## config.mk

```make
export PLATFORM = sky130hd
export DESIGN_NAME = spm_boot_memory
export DESIGN_NICKNAME = d
export VERILOG_FILES = /design/src/rtl/spm_pkg.sv /design/src/rtl/spm_sram_core.sv /design/src/rtl/spm_boot_memory.sv
export SDC_FILE = /design/constraint.sdc
export NUM_CORES = 2
export LEC_CHECK = 0
export BUFFER_PORTS_ARGS = -buffer_cell sky130_fd_sc_hd__buf_2
export CAP_MARGIN = 25
export CORE_MARGIN = 10
export CORE_UTILIZATION = 40
export CTS_CLUSTER_DIAMETER = 60
export DETAILED_ROUTE_END_ITERATION = 10
export GPL_ROUTABILITY_DRIVEN = 0
export HOLD_SLACK_MARGIN = 0.1
export PLACE_DENSITY = 0.57
export REMOVE_ABC_BUFFERS = 1
export SKIP_CTS_REPAIR_TIMING = 1
export SYNTH_ARGS = -nofsm -noshare
export SYNTH_HDL_FRONTEND = slang
export SYNTH_SLANG_ARGS = --single-unit
```

## constraint.sdc

```tcl
create_clock -name clk -period 19.1 [get_ports clk]
set_input_delay 0 -clock clk [delete_from_list [all_inputs] [get_ports clk]]
set_output_delay 0 -clock clk [all_outputs]
set_load 0.02 [all_outputs]
```

## src/rtl/spm_pkg.sv

```systemverilog
// Shared definitions for the RISC_SPM boot memory: FSM state encoding
// and the default memory geometry used across the RISC_SPM family.
package spm_pkg;

    localparam int SPM_WORD_SIZE  = 8;
    localparam int SPM_ADDR_WIDTH = 8;

    typedef logic [1:0] spm_state_t;

    localparam spm_state_t ST_CLEAR = 2'd0;
    localparam spm_state_t ST_LOAD  = 2'd1;
    localparam spm_state_t ST_RUN   = 2'd2;

endpackage

```

## src/rtl/spm_sram_core.sv

```systemverilog
// DEPTH x WORD_SIZE storage array with one synchronous write port and two
// asynchronous read ports (processor side and debug probe side).
module spm_sram_core #(
    parameter int WORD_SIZE  = 8,
    parameter int ADDR_WIDTH = 8
) (
    input  logic                  clk,
    input  logic                  we,
    input  logic [ADDR_WIDTH-1:0] waddr,
    input  logic [WORD_SIZE-1:0]  wdata,
    input  logic [ADDR_WIDTH-1:0] cpu_addr,
    output logic [WORD_SIZE-1:0]  cpu_dout,
    input  logic [ADDR_WIDTH-1:0] probe_addr,
    output logic [WORD_SIZE-1:0]  probe_data
);

    localparam int DEPTH = 2 ** ADDR_WIDTH;

    logic [WORD_SIZE-1:0] mem [DEPTH];

    always_ff @(posedge clk) begin
        if (we) begin
            mem[waddr] <= wdata;
        end
    end

    // Reads see pre-edge contents during a same-cycle write.
    assign cpu_dout   = mem[cpu_addr];
    assign probe_data = mem[probe_addr];

endmodule

```

## src/rtl/spm_boot_memory.sv

```systemverilog
// Program/data memory with a built-in boot loader: clears the array, accepts
// an image over a valid/ready stream, then releases the processor from reset.
module spm_boot_memory
    import spm_pkg::*;
#(
    parameter int WORD_SIZE      = SPM_WORD_SIZE,
    parameter int ADDR_WIDTH     = SPM_ADDR_WIDTH,
    parameter bit CLEAR_ON_RESET = 1'b1
) (
    input  logic                  clk,
    input  logic                  rst,
    input  logic                  load_valid,
    output logic                  load_ready,
    input  logic [ADDR_WIDTH-1:0] load_addr,
    input  logic [WORD_SIZE-1:0]  load_data,
    input  logic                  load_last,
    input  logic                  reload,
    output logic                  cpu_rst_n,
    input  logic [ADDR_WIDTH-1:0] cpu_addr,
    input  logic [WORD_SIZE-1:0]  cpu_din,
    input  logic                  cpu_write,
    output logic [WORD_SIZE-1:0]  cpu_dout,
    input  logic [ADDR_WIDTH-1:0] probe_addr,
    output logic [WORD_SIZE-1:0]  probe_data,
    output logic                  busy,
    output logic [ADDR_WIDTH:0]   words_loaded,
    output spm_state_t            state
);

    localparam spm_state_t            RESET_STATE = CLEAR_ON_RESET ? ST_CLEAR : ST_LOAD;
    localparam logic [ADDR_WIDTH-1:0] CLR_LAST    = '1;
    localparam logic [ADDR_WIDTH:0]   WORDS_MAX   = {1'b1, {ADDR_WIDTH{1'b0}}};

    spm_state_t            state_q;
    spm_state_t            state_d;
    logic [ADDR_WIDTH-1:0] clr_ptr;
    logic [ADDR_WIDTH:0]   words_cnt;
    logic                  load_fire;

    logic                  mem_we;
    logic [ADDR_WIDTH-1:0] mem_waddr;
    logic [WORD_SIZE-1:0]  mem_wdata;

    // Handshake: a load word transfers on a rising edge where load_valid and
    // load_ready are both high; load_ready depends only on state and rst, never
    // on load_valid, and the source must hold its word until it transfers.
    assign load_ready   = (state_q == ST_LOAD) && !rst;
    assign load_fire    = load_valid && load_ready;
    assign cpu_rst_n    = (state_q == ST_RUN) && !rst;
    assign busy         = rst ? CLEAR_ON_RESET : (state_q == ST_CLEAR);
    assign words_loaded = words_cnt;
    assign state        = state_q;

    always_comb begin
        state_d = state_q;
        case (state_q)
            ST_CLEAR: begin
                if (clr_ptr == CLR_LAST) begin
                    state_d = ST_LOAD;
                end
            end
            ST_LOAD: begin
                if (load_fire && load_last) begin
                    state_d = ST_RUN;
                end
            end
            ST_RUN: begin
                if (reload) begin
                    state_d = ST_LOAD;
                end
            end
            default: state_d = RESET_STATE;
        endcase
    end

    // The single write port is owned by whichever phase the loader is in,
    // so processor writes outside RUN never reach the array.
    always_comb begin
        mem_we    = 1'b0;
        mem_waddr = clr_ptr;
        mem_wdata = '0;
        if (!rst) begin
            case (state_q)
                ST_CLEAR: begin
                    mem_we = 1'b1;
                end
                ST_LOAD: begin
                    mem_we    = load_fire;
                    mem_waddr = load_addr;
                    mem_wdata = load_data;
                end
                ST_RUN: begin
                    mem_we    = cpu_write;
                    mem_waddr = cpu_addr;
                    mem_wdata = cpu_din;
                end
                default: mem_we = 1'b0;
            endcase
        end
    end

    always_ff @(posedge clk) begin
        if (rst) begin
            state_q   <= RESET_STATE;
            clr_ptr   <= '0;
            words_cnt <= '0;
        end else begin
            state_q <= state_d;
            if (state_q == ST_CLEAR) begin
                clr_ptr <= clr_ptr + 1'b1;
            end
            if (state_q == ST_RUN && reload) begin
                words_cnt <= '0;
            end else if (load_fire && words_cnt != WORDS_MAX) begin
                words_cnt <= words_cnt + 1'b1;
            end
        end
    end

    spm_sram_core #(
        .WORD_SIZE  (WORD_SIZE),
        .ADDR_WIDTH (ADDR_WIDTH)
    ) u_core (
        .clk        (clk),
        .we         (mem_we),
        .waddr      (mem_waddr),
        .wdata      (mem_wdata),
        .cpu_addr   (cpu_addr),
        .cpu_dout   (cpu_dout),
        .probe_addr (probe_addr),
        .probe_data (probe_data)
    );

endmodule

```

==> results.json <==
{
  "rsz0062_at_grt": "false",
  "post_drt_wl_per_cell_um": 38.7,
  "dpl.hpwl_mm": 216,
  "cp_slowest_cell": "a211oi_1",
  "arrival_ns": 6.07,
  "die_y_um": 512,
  "vdd_drop_max_mv": 0.0793,
  "synth_edf_count": 2048,
  "finalSetupViolCount": 0,
  "ys_types": 69,
  "design_area_sq_mm": 0.109,
  "ys_ff_latch": 2067,
  "cp_common_cell": "buf_4",
  "hp-class": "in -> reg",
  "clock_latency_ns": 0.90,
  "powerDensity_mw_per_mm2": 89.3,
  "cts_root_buf": "clkbuf_16",
  "grt_usage_pct": 24.7,
  "drv_slew": 0,
  "numPortBuffers": 75,
  "yosys_warnings": 0,
  "cp-start-kind": "input port",
  "most-common-layout-cells": "edfxtp_1 (2048), mux4_2 (936), nor2_1 (306)",
  "clk_path_buf_depth": 3,
  "cp_max_fo": 52,
  "fmax_ghz": 0.165,
  "grt_pass1_wl_mm": 462,
  "fin_crit_sh_pct": 31.8,
  "min_from": "load_data[1]",
  "crit_start": "probe_addr[0]",
  "critical_path.max_stage_delay_ns": 0.91,
  "async_flop_share_pct": 0,
  "slew_headroom_pct": 12.1,
  "period_minus_slack_ns": 6.07,
  "cp-end-kind": "output port",
  "start_util_pct": 40.2,
  "syn_avg_cell_area_sq_um": 19.0,
  "wirelength_mm": 335,
  "layout_commonest_cell": "edfxtp_1",
  "fill_cells": 20300,
  "dp_cells": 8168,
  "synth_cells": 5085,
  "skew_ns": 0.0657,
  "clk_pin_slew_ns": 0.06,
  "status": "completed",
  "nets": 5316,
  "final_antenna_net_count": 0,
  "post-route-util_pct": 45.2,
  "cts_buffers": 221,
  "route.vias.total": 58100,
  "leakagePower_nw": 38.9,
  "io_pins": 76,
  "first_iter_violations": 8384,
  "crit_family": "buffers and inverters",
  "critPathKind": "in -> out",
  "die_x_um": 512,
  "gr-total-overflow": 0,
  "avgViaCountPerCell": 6.72,
  "grt_pass1_vias": 57000,
  "drtPass1Iterations": 6,
  "path_cells": "buf_8 -> buf_4 -> buf_4 -> buf_4 -> buf_4 -> mux4_2 -> a22o_1 -> a221oi_1 -> o22ai_1 -> a211oi_1 -> nor4_1 -> buf_2 -> buf_2",
  "yosys_most_used_dff": "edfxtp_1",
  "worst-path-buf-inv": 7,
  "dieArea_sq_mm": 0.262,
  "fp-row-count": 180,
  "drc": 0,
  "required_ns": 19.10,
  "cap_violations": 0,
  "dpl-instance-area_sq_mm": 0.101,
  "tightest_slew_ns": 1.32,
  "timing.rr.start": "state[0]$_SDFFE_PP0P_",
  "cts_tree": "yes",
  "coreArea_sq_mm": 0.241,
  "setup_tns_ns": 0,
  "netlist_area_sq_mm": 0.0968,
  "cts-htree-levels": 4,
  "finalHoldViolCount": 0,
  "grt_start_max_net_pins": 209,
  "antenna_found_initial": 19,
  "yosysSeqAreaShare_pct": 63.9,
  "layout-drive-gt1-share_pct": 30.9,
  "fin_cells": 8640,
  "cts.sinks": 2067,
  "syn_to_final_growth_pct": 12.5
}
-- metrics by stage --
stage               hold slack [ns]  setup slack, ns  power (mW)
global route                  0.132            12.73        9.96
floorplan                    0.0691            10.37        5.19
global placement              0.376            12.81        5.51
detailed placement            0.381            12.98        5.52
finish                       0.0741            13.03        9.73
CTS                          -0.586            12.96        9.76
-- worst paths after layout --
kind	to	slack (ns)	depth (start not counted)
max	probe_data[7]	13.03	13
min	u_core.mem[174][1]$_DFFE_PP_	0.07	4
max reg2reg	u_core.mem[165][3]$_DFFE_PP_	13.72	9
min reg2reg	clr_ptr[5]$_SDFFE_PP0N_	0.50	2
-- power by group --
group | internal (mW) | switching, mW
Sequential | 4.91 | 0.00208
Clock | 2.46 | 1.84
Combinational | 0.156 | 0.361
-- per-layer routing --
layer,GRT usage [%],up-vias,routed length [um]
li1,-,22400,-
met1,33.9,31300,130000
met2,37.8,3708,153000
met3,6.25,662,35800
met4,10.1,16,15600
met5,0,-,101
-- cells by family (layout without fill, tap and decap cells) --
family	after synthesis	count (layout)	synth area share [%]
buffers and inverters	431	789	2.48
muxes	1247	1247	25.0
adders and majority gates	8	8	0.103
AOI/OAI and AO/OA	719	719	5.64
DFF	2067	2067	63.9
xor gates and xnor gates	10	10	0.0904
and+or+nand+nor	603	603	2.76
other	0	12	0
-- worst register-to-register path, stage by stage (launching register included) --
cell	delay [ns]
dfxtp_1	0.42
inv_1	0.11
ha_1	0.30
nand2b_1	0.47
buf_4	0.41
nand2_1	0.10
o21ai_0	0.32
nor2b_1	0.87
nand3_1	0.83
nor2_1	1.14
-- layout make-up --
type                       count  area (sq um)  share of cell area, %
antenna                       12          30.0                 0.0276
clock buffer                 280          5770                   5.30
clock inverter               124          1320                   1.21
inverter                       9          33.8                 0.0310
multi-input combinational   2587         32800                   30.2
sequential                  2067         61900                   56.8
tap                         3185          3990                   3.66
timing repair buffer         376          3060                   2.81
-- state kept, by name, indices dropped and copies added (netlist names) --
| signal | flops |
|---|---|
| u_core.mem | 2048 |
| words_loaded | 9 |
| clr_ptr | 8 |
| state | 2 |
-- cell usage after synthesis (7+ instances only) --
library cell | number | share of area, %
mux4_2 | 936 | 22
o22ai_1 | 71 | 0.46
nor3_1 | 11 | 0.057
or3_1 | 11 | 0.071
dfxtp_1 | 19 | 0.39
nand4_1 | 14 | 0.090
nor2_1 | 320 | 1.2
a221oi_1 | 95 | 0.86
buf_4 | 41 | 0.32
nor4_1 | 17 | 0.11
buf_6 | 61 | 0.71
and2_1 | 10 | 0.065
nand3_1 | 37 | 0.19
a31oi_1 | 16 | 0.10
buf_2 | 122 | 0.63
o32ai_1 | 14 | 0.13
o21ai_0 | 33 | 0.17
a32oi_1 | 9 | 0.081
inv_1 | 8 | 0.031
a22o_1 | 96 | 0.87
clkbuf_1 | 162 | 0.63
buf_1 | 33 | 0.13
mux2_2 | 24 | 0.28
a211oi_1 | 66 | 0.51
ha_1 | 8 | 0.10
nand2_1 | 110 | 0.43
nand2b_1 | 16 | 0.10
a21oi_1 | 69 | 0.36
and3b_1 | 7 | 0.063
mux2i_1 | 287 | 3.0
and3_1 | 11 | 0.071
xor2_1 | 8 | 0.072
nor2b_1 | 22 | 0.14
o221ai_1 | 76 | 0.69
edfxtp_1 | 2048 | 64
a22oi_1 | 115 | 0.89
o211ai_1 | 8 | 0.062
Power figures use the tool's default switching activity.
